**config.mk**
```make
export PLATFORM = sky130hd
export DESIGN_NAME = fmul_round_pack
export DESIGN_NICKNAME = d
export VERILOG_FILES = /design/src/rtl/fmul_pkg.sv /design/src/rtl/fmul_rne_round.sv /design/src/rtl/fmul_round_pack.sv
export SDC_FILE = /design/constraint.sdc
export NUM_CORES = 1
export LEC_CHECK = 0
export CAP_MARGIN = 20
export CORE_MARGIN = 3
export CORE_UTILIZATION = 55
export CTS_BUF_LIST = sky130_fd_sc_hd__clkbuf_8
export DETAILED_ROUTE_END_ITERATION = 8
export HOLD_SLACK_MARGIN = 0.05
export PLACE_DENSITY = 0.85
export SLEW_MARGIN = 20
export SYNTH_ARGS = -nofsm -noshare
export SYNTH_HDL_FRONTEND = slang
export SYNTH_HIERARCHICAL = 1
export SYNTH_SLANG_ARGS = --single-unit
```
**constraint.sdc**
```tcl
create_clock -name clk -period 8.18 [get_ports clk]
set_clock_uncertainty 0.15 [all_clocks]
set_input_delay 1.636 -clock clk [delete_from_list [all_inputs] [get_ports clk]]
set_output_delay 1.636 -clock clk [all_outputs]
set_load 0.01 [all_outputs]
```
**src/rtl/fmul_pkg.sv**
```systemverilog
// rtl/fmul_pkg.sv - binary32 multiplier back-end constants and stage-1 register layout.
package fmul_pkg;

    localparam int BIAS    = 127;
    localparam int EXP_MAX = 255;
    localparam int MANT_W  = 23;
    localparam int PROD_W  = 48;
    localparam int EXP_W   = 10;

    typedef struct packed {
        logic                    sign;
        logic                    zero;
        logic signed [EXP_W-1:0] e;
        logic [MANT_W-1:0]       mant;
        logic                    g;
        logic                    s;
    } fmul_s1_t;

endpackage

```
**src/rtl/fmul_rne_round.sv**
```systemverilog
// rtl/fmul_rne_round.sv - combinational round-to-nearest-even on a 23-bit mantissa.
module fmul_rne_round
    import fmul_pkg::*;
(
    input  logic [MANT_W-1:0]       mant,
    input  logic                    g,
    input  logic                    s,
    input  logic signed [EXP_W-1:0] e,
    output logic [MANT_W-1:0]       mant_rnd,
    output logic signed [EXP_W-1:0] e_rnd,
    output logic                    inexact
);

    logic          round_up;
    logic [MANT_W:0] sum;

    assign round_up = g & (s | mant[0]);
    assign sum      = {1'b0, mant} + {{MANT_W{1'b0}}, round_up};

    // A carry out leaves the low bits at zero, which is exactly the renormalized
    // mantissa; for a subnormal (e=0) the same bump lands on e=1.
    assign mant_rnd = sum[MANT_W-1:0];
    assign e_rnd    = sum[MANT_W] ? e + 10'sd1 : e;
    assign inexact  = g | s;

endmodule

```
**src/rtl/fmul_round_pack.sv**
```systemverilog
// rtl/fmul_round_pack.sv - normalize, RNE round and pack binary32; FMUL_SUBNORMAL_EN enables gradual underflow.
module fmul_round_pack
    import fmul_pkg::*;
(
    input  logic                    clk,
    input  logic                    rst_n,
    input  logic                    in_valid,
    output logic                    in_ready,
    input  logic                    in_sign,
    input  logic [PROD_W-1:0]       in_product,
    input  logic signed [EXP_W-1:0] in_exp,
    output logic                    out_valid,
    input  logic                    out_ready,
    output logic [31:0]             result,
    output logic                    flag_overflow,
    output logic                    flag_underflow,
    output logic                    flag_inexact
);

    fmul_s1_t s1_d;
    fmul_s1_t s1_q;
    logic     s1_valid;
    logic     s1_load;
    logic     s2_load;

    assign in_ready = !s1_valid | !out_valid | out_ready;
    assign s1_load  = in_valid & in_ready;
    assign s2_load  = s1_valid & (!out_valid | out_ready);

    always_comb begin
        s1_d.sign = in_sign;
        s1_d.zero = (in_product[PROD_W-1:PROD_W-2] == 2'b00);
        if (in_product[PROD_W-1]) begin
            s1_d.mant = in_product[46:24];
            s1_d.g    = in_product[23];
            s1_d.s    = |in_product[22:0];
            s1_d.e    = in_exp + 10'sd1;
        end else begin
            s1_d.mant = in_product[45:23];
            s1_d.g    = in_product[22];
            s1_d.s    = |in_product[21:0];
            s1_d.e    = in_exp;
        end
    end

    always_ff @(posedge clk or negedge rst_n) begin
        if (!rst_n) begin
            s1_valid <= 1'b0;
            s1_q     <= '0;
        end else begin
            if (s1_load) begin
                s1_valid <= 1'b1;
                s1_q     <= s1_d;
            end else if (s2_load) begin
                s1_valid <= 1'b0;
            end
        end
    end

    logic                    tiny;
    logic [MANT_W-1:0]       r_mant;
    logic                    r_g;
    logic                    r_s;
    logic signed [EXP_W-1:0] r_e;

    assign tiny = !s1_q.zero && ($signed(s1_q.e) <= $signed(10'sd0));

`ifdef FMUL_SUBNORMAL_EN
    logic signed [EXP_W-1:0] sh_full;
    logic [4:0]              sh;
    logic [49:0]             ext;

    // {hidden, mant, g} sits in ext[49:25]; everything shifted below bit 25 becomes sticky.
    always_comb begin
        sh_full = 10'sd1 - s1_q.e;
        sh      = (sh_full > 10'sd25) ? 5'd25 : sh_full[4:0];
        ext     = {1'b1, s1_q.mant, s1_q.g, 25'b0} >> sh;
        r_mant  = s1_q.mant;
        r_g     = s1_q.g;
        r_s     = s1_q.s;
        r_e     = s1_q.e;
        if (tiny) begin
            r_mant = ext[48:26];
            r_g    = ext[25];
            r_s    = s1_q.s | (|ext[24:0]);
            r_e    = '0;
        end
    end
`else
    always_comb begin
        r_mant = s1_q.mant;
        r_g    = s1_q.g;
        r_s    = s1_q.s;
        r_e    = s1_q.e;
    end
`endif

    logic [MANT_W-1:0]       rnd_mant;
    logic signed [EXP_W-1:0] rnd_e;
    logic                    rnd_inexact;

    fmul_rne_round u_round (
        .mant     (r_mant),
        .g        (r_g),
        .s        (r_s),
        .e        (r_e),
        .mant_rnd (rnd_mant),
        .e_rnd    (rnd_e),
        .inexact  (rnd_inexact)
    );

    logic [31:0] res_d;
    logic        ov_d;
    logic        uf_d;
    logic        ix_d;

    always_comb begin
        res_d = {s1_q.sign, rnd_e[7:0], rnd_mant};
        ov_d  = 1'b0;
        uf_d  = 1'b0;
        ix_d  = rnd_inexact;
        if (s1_q.zero) begin
            res_d = {s1_q.sign, 31'b0};
            ix_d  = 1'b0;
        end else if (tiny) begin
`ifdef FMUL_SUBNORMAL_EN
            uf_d = rnd_inexact;
`else
            res_d = {s1_q.sign, 31'b0};
            uf_d  = 1'b1;
            ix_d  = 1'b1;
`endif
        end else if (rnd_e >= EXP_MAX) begin
            res_d = {s1_q.sign, 8'hFF, 23'b0};
            ov_d  = 1'b1;
            ix_d  = 1'b1;
        end
    end

    always_ff @(posedge clk or negedge rst_n) begin
        if (!rst_n) begin
            out_valid      <= 1'b0;
            result         <= '0;
            flag_overflow  <= 1'b0;
            flag_underflow <= 1'b0;
            flag_inexact   <= 1'b0;
        end else begin
            if (s2_load) begin
                out_valid      <= 1'b1;
                result         <= res_d;
                flag_overflow  <= ov_d;
                flag_underflow <= uf_d;
                flag_inexact   <= ix_d;
            end else if (out_ready) begin
                out_valid <= 1'b0;
            end
        end
    end

endmodule
```
Yosys cells after proc, flatten, opt, wreduce, memory -nomap -nowiden --
Index checks and enable logic that the tools add are counted.
Storage, ports and cells: output and inout port bits 37, logic and storage cells 51, bits in registers 74, input port bits 63
Cells by class: magnitude comparators 2, reduce and logical (&&, ||, !) cells 9, bitwise gates (word level) 8, add/subtract/negate cells 3, multiplexer cells 17
Operator list (count):
- 2-to-1 mux 31 bit | 3
- 2-to-1 mux 35 bit | 1
- adder 23 x 1 -> 24 bit | 1
- OR reduction 23 bit | 1
- OR reduction 22 bit | 1
- adder 10 x 2 -> 10 bit (second input constant) | 2
- 2-to-1 mux 1 bit | 12
- greater-or-equal comparator 10 x 9 -> 1 bit (second input constant) | 1
- less-or-equal comparator 10 x 1 -> 1 bit (second input constant) | 1
- 2-to-1 mux 10 bit | 1
- OR 1 bit | 5
- nonzero test 2 bit | 2
- AND 1 bit | 3
- logical NOT 1 bit | 3
- logical NOT 2 bit | 1
- logical AND 1 bit | 1

Depth between registers and ports, before layout --
Gate-level depths: netlist (run 1).
word-level depth 8, gate-level depth with buffers 13, depth with buffers taken out 10

By module --
Netlist (run 1), hierarchy kept.
Modules (own cells, without submodules):
- fmul_round_pack | instances 1, sequential area each 1851.8 um^2, area an instance 3283.1 um^2, cells each 295
- fmul_rne_round | instances 1, sequential area each 0.0 um^2, area an instance 735.7 um^2, cells each 101

Least setup slack after synthesis (run 1) --
No wires, ideal clock.
path type input port to output port, start input port out_ready, end output port in_ready, data arrival time 1.864 ns, setup slack 4.530 ns, required time 6.394 ns, stages 1, path buffers 0, cell sequence nand3b_1
Between the ends: word-level cells in the longest chain between the ends 1
Ends and longest elaborated chain:
- start, declared | line fmul_round_pack.sv:13 | input logic out_ready,
- OR 1 bit | line fmul_round_pack.sv:26 | assign in_ready = !s1_valid | !out_valid | out_ready;
- end, declared | line fmul_round_pack.sv:8 | output logic in_ready,
No other way between the ends.

Worst setup path after layout (run 1) --
Ends and elaborated chain as after synthesis.

==> results of run 1 <==
[where the power goes]
part	leakage, nW	switching, mW	internal, mW
logic	1.22	0.121	0.147
registers	0.937	0.0552	0.426
clock network	0.119	0.135	0.196
[logic make-up (layout without fill, tap and decap cells)]
group | after synthesis | after routing
AND/OR/NAND/NOR | 139 | 139
adder cells (fa/ha/maj) | 4 | 4
multiplexers | 28 | 28
buffers and inverters | 28 | 122
flip-flops | 74 | 74
XOR/XNOR | 39 | 39
AO/OA/AOI/OAI | 84 | 84
[sequential cells by signal (all words and copies together), names as in the netlist]
name / count
r_g: 1
result: 32
r_s: 1
flag_underflow: 1
s1_q: 2
r_mant: 23
flag_overflow: 1
out_valid: 1
s1_valid: 1
r_e: 10
flag_inexact: 1
[Yosys cell counts (4+ instances only)]
cell type,number
nand3_1,13
and4_1,5
inv_1,6
dfrtp_1,74
nor3_1,8
xnor2_1,11
mux2i_1,25
buf_6,4
a22o_2,19
a22o_1,5
clkbuf_1,6
buf_2,9
a21oi_1,8
nor4_1,10
nand2_1,61
o21ai_0,38
and3_1,5
nor2_1,10
ha_1,4
nand4_1,8
xor2_1,28
o21ai_1,6
[worst register-to-register path: stages (launching register included)]
cell	delay, ps
dfrtp_1	370
o21a_1	140
ha_1	180
nand3_1	180
or3_1	700
nor3_2	360
mux2_2	390
nand4_1	140
o21bai_4	90
a211oi_4	920
a22o_2	300
[stage by stage]
stage          cell area, um2  util (%)  worst slack, ps  hold WS [ps]  power [mW]
3_5_place_dp             4991     71.87             3551         327.8      0.7538
5_1_grt                  5234     75.37             3460         366.2       1.131
2_1_floorplan            4019         -             4530         313.8      0.6153
4_1_cts                  5229     75.30             3547         345.8       1.084
3_3_place_gp             4989     71.84             3593         314.5      0.7415
6_report                 5234     75.37             3497         343.4       1.080
[area by class of cell]
cell class              count  area [um2]  area share (%)
clock buffers              12       165.2           3.156
multi-input cells         294        2013           38.47
inverters                   6       22.52          0.4303
repair buffers            100       988.4           18.89
clock inverters             4       72.57           1.387
flip-flops and latches     74        1852           35.38
well taps                  96       120.1           2.295
[metal layers]
metal	vias up	track usage, %	part of all wire, %	wire length (um)
met1	1612	29.34	42	4041
li1	1596	-	-	-
met4	0	7.789	1.4	131
met3	15	3.811	5.3	505
met5	-	0	0	0
met2	120	40.23	51	4930
[final timing paths]
kind                             from          to  slack [ps]  cells after the start
max                         out_ready    in_ready        3500                      3
min                        result[28]  result[28]         340                      2
max reg2reg                       r_s   result[4]        4210                     10
min reg2reg                result[28]  result[28]         340                      2
max in group asynchronous       rst_n   r_mant[0]        5920                      2
min in group asynchronous       rst_n  result[29]        1340                      2
==> impl_metrics.tcl, run 1 <==
set metrics [dict create \
    cts_tree "done" \
    drv_slew 0 \
    leakage_nw 2.271 \
    yosysUniqueCellTypes 45 \
    ys_seq_elements 74 \
    first_global_vias 3286 \
    antenna_found_initial 0 \
    synthCells 396 \
    area_growth_pct 30.23 \
    fill_cells 502 \
    post-dp-hpwl_mm 6.643 \
    worstMarginPinSlew_ps 1089 \
    cap_violations 0 \
    gp_congestion 0.8585 \
    critPathBufInv 2 \
    setup_viol 0 \
    vias_per_cell 5.705 \
    synthesis.area_um2 4019 \
    rsz0062_at_grt "false" \
    finalHoldViolCount 0 \
    clk_latency_ps 340 \
    end_kind "output pin" \
    ant_nets 0 \
    drt_wl_total_mm 9.609 \
    cts.htree.levels 3 \
    async_flop_share_pct 100.0 \
    critPathTopFamily "buffers and inverters" \
    num_vias 3343 \
    diodes 0 \
    syn_avg_cell_area_um2 10.15 \
    synth_top_area_share_pct 46.08 \
    post-route-period-util_pct 57.25 \
    synth.area.top_cells "dfrtp_1 46%, mux2i_1 6.2%, xor2_1 6.1%" \
    grt_pass1_wl_mm 15.63 \
    startpoint_type "primary input" \
    synth.yosys.seq_area_share_pct 46.08 \
    grt_use_total_pct 23.21 \
    dieArea_um2 8369 \
    synth-compound-area-share_pct 14.45 \
    synth_edf_count 0 \
    io_pins 100 \
    cts_setup_buffers 0 \
    synth_xor_area_share_pct 8.499 \
    die_height_um 91.48 \
    cp_slowest_cell "clkdlybuf4s50_1" \
    cts_sinks 74 \
    layout_common_cells "97 x clkdlybuf4s50_1, 74 x dfrtp_1, 60 x nand2_1" \
    clock.fmax_mhz 213.5 \
    cts_resized 0 \
    setup.worst_path.class "primary input to output pin" \
    synthAdderAreaFrac_pct 1.245 \
    synth_top_family_by_area "simple AND/OR/NAND/NOR gates" \
    peakVddDrop_v 0.0001210 \
    start_util_pct 57.87 \
    ys_warn_count 6 \
    synthMuxAreaShare_pct 7.067 \
    fin_cells 586 \
    p_per_area_nw_per_um2 206.3 \
    cts_root_buffer "clkbuf_8" \
    die_x_um 91.48 \
    drt_first_pass_iters 5 \
    layout-drive-gt1-share_pct 11.22 \
    synth_top_area_cell "dfrtp_1" \
    hold_buffers 0 \
    fin_crit_ps 4683 \
    wl_per_cell_um 16.40 \
    drt_iter0_drc 172 \
    port_buffers 99 \
    relSlewSlack_pct 27.16 \
    cts_made_buffers 9 \
    worstPathArrival_ps 2900 \
    grt_max_degree 75 \
    synth_ff_type "dfrtp_1" \
    clockBufferDepth 2 \
    core_region_area_um2 6944 \
    cp_max_fo 3 \
    globalRouteOverflowTotal 0 \
    crit_path_max_incr_delay_ps 580 \
    rows 30 \
    clk_pin_slew_ps 80 \
    final_common_cell "clkdlybuf4s50_1" \
    nets 552 \
    crit_required_ps 6390 \
    synth-simple-area-share_pct 18.65 \
    post-place-cells 570 \
    status "finished clean" \
    synth.net_count 463 \
    finalSetupTns_ps 0 \
    crit_chain "clkdlybuf4s50_1, nand3b_1, clkdlybuf4s50_1" \
    holdCritPathClass "flip-flop to flip-flop" \
    drc_errors 0 \
    crit_top_cell "clkdlybuf4s50_1" \
]
Power figures use the tool's default switching activity.
==> run 2: changes to the inputs <==
--- a/config.mk
+++ b/config.mk
@@ -7,11 +7,11 @@
 export LEC_CHECK = 0
 export CAP_MARGIN = 20
 export CORE_MARGIN = 3
-export CORE_UTILIZATION = 55
+export CORE_UTILIZATION = 46
 export CTS_BUF_LIST = sky130_fd_sc_hd__clkbuf_8
 export DETAILED_ROUTE_END_ITERATION = 8
 export HOLD_SLACK_MARGIN = 0.05
-export PLACE_DENSITY = 0.85
+export PLACE_DENSITY = 0.75
 export SLEW_MARGIN = 20
 export SYNTH_ARGS = -nofsm -noshare
 export SYNTH_HDL_FRONTEND = slang
==> constraint.sdc (replaced) <==
create_clock -name clk -period 4.3 [get_ports clk]
set_clock_uncertainty 0.15 [all_clocks]
set_input_delay 0.86 -clock clk [delete_from_list [all_inputs] [get_ports clk]]
set_output_delay 0.86 -clock clk [all_outputs]
set_load 0.01 [all_outputs]
==> run 2 against run 1 <==
Effect of this change:
- critical path depth grew 7
- global-route usage shrank 4.8 points
- power grew 88%
- clock power grew 84%
- final area is essentially flat
- largest power group unchanged
==> impl_metrics.tcl, run 2 (same netlist as run 1, synthesis figures left out) <==
set metrics [dict create \
    wl_per_cell_um 14.83 \
    worstPathArrival_ps 3790 \
    startpoint_type "flip-flop" \
    grt_use_total_pct 18.38 \
    clockBufferDepth 2 \
    peakVddDrop_v 0.0001813 \
    leakage_nw 2.276 \
    die_height_um 99.47 \
    final_common_cell "clkdlybuf4s50_1" \
    vias_per_cell 5.446 \
    gp_congestion 0.8883 \
    cp_max_fo 23 \
    drc_errors 0 \
    relSlewSlack_pct 39.71 \
    rows 33 \
    cts_setup_buffers 0 \
    start_util_pct 48.18 \
    min_to "result[23]" \
    regMostFlops "result" \
    dieArea_um2 9894 \
    rsz0062_at_grt "false" \
    diodes 0 \
    grt_max_degree 75 \
    ant_nets 0 \
    fill_cells 707 \
    die_x_um 99.47 \
    setup.worst_path.class "flip-flop to flip-flop" \
    cts_made_buffers 9 \
    cts_sinks 74 \
    drv_slew 0 \
    nets 553 \
    hp-start "result[23]" \
    end_kind "flip-flop" \
    multiInputGateArea_um2 2006 \
    clock.fmax_mhz 273.0 \
    largest_reg_flops 32 \
    setup_viol 0 \
    status "finished clean" \
    crit_required_ps 4430 \
    reg2regPathDepth 10 \
    antenna_found_initial 0 \
    finalSetupTns_ps 0 \
    r2r_slack_ps 640 \
    clk_latency_ps 340 \
    cts.htree.levels 3 \
    num_vias 3246 \
    drt_iter0_drc 83 \
    seq_area_um2 1852 \
    hold-path-cell-count 2 \
    hold_buffers 0 \
    layout_common_cells "97 x clkdlybuf4s50_1, 74 x dfrtp_1, 61 x nand2_1" \
    globalRouteOverflowTotal 0 \
    layout-drive-gt1-share_pct 11.00 \
    post-route-period-util_pct 85.17 \
    first_global_vias 3103 \
    fin_area_um2 5239 \
    grt_pass1_wl_mm 14.70 \
    clk_pin_slew_ps 80 \
    dpl_cell_area_um2 5010 \
    drt_wl_total_mm 8.838 \
    post-dp-hpwl_mm 6.683 \
    worstMarginPinSlew_ps 901.4 \
    cap_violations 0 \
    io_pins 100 \
    port_buffers 99 \
    area_growth_pct 30.35 \
    p_per_area_nw_per_um2 386.9 \
    cts_root_buffer "clkbuf_8" \
    r2r_start "r_mant[0]" \
    drt_first_pass_iters 4 \
    holdCritPathClass "flip-flop to flip-flop" \
    fin_crit_ps 3662 \
    cts_resized 0 \
    core_region_area_um2 8341 \
    cts_tree "done" \
    finalHoldViolCount 0 \
    startpoint "r_mant[0]" \
    reg2reg_to "result[6]" \
]
[run 2: where the power goes]
| group | total (mW) | internal, mW | switching (mW) |
|---|---|---|---|
| combinational | 0.504 | 0.282 | 0.222 |
| sequential | 0.913 | 0.810 | 0.103 |
| clock | 0.610 | 0.357 | 0.253 |
[run 2: area by class of cell]
cell class | instances | area share, %
clock buffers | 11 | 2.890
clock inverters | 5 | 1.481
inverters | 6 | 0.4299
multi-input cells | 294 | 38.29
flip-flops and latches | 74 | 35.35
well taps | 105 | 2.508
repair buffers | 101 | 19.06
[run 2: worst max-delay path by stage]
stage          slack (ps)          to
6_report              640   result[6]
5_1_grt               420  result[15]
4_1_cts               590   result[6]
3_5_place_dp          610   result[4]
3_3_place_gp          690   result[4]
2_1_floorplan        1470  result[10]
[run 2: metal layers]
layer	global-route usage, %	part of all wire (%)	vias up
met5	0	0	-
li1	-	-	1598
met4	5.987	1.5	0
met2	30.42	49	87
met1	24.53	45	1543
met3	3.296	4.5	18
[run 2: critical path, cell delays in order (launching register included)]
cell	delay (ps)
dfrtp_1	390
o21a_1	120
ha_1	160
nand3_1	150
or3_1	650
nor3_2	320
mux2_2	380
nand4_1	140
o21bai_4	90
a211oi_4	780
a22o_2	270
[run 2: per-stage QoR]
stage	worst slack, ps	std cells	hold slack [ps]	utilization [%]	power, mW
5_1_grt	423.2	596	358.4	62.81	2.136
2_1_floorplan	1474	396	313.8	-	1.170
3_5_place_dp	607.4	580	320.6	60.07	1.435
3_3_place_gp	685.4	580	312.7	60.07	1.422
6_report	637.6	596	328.7	62.81	2.027
4_1_cts	592.3	596	338.5	62.81	2.051
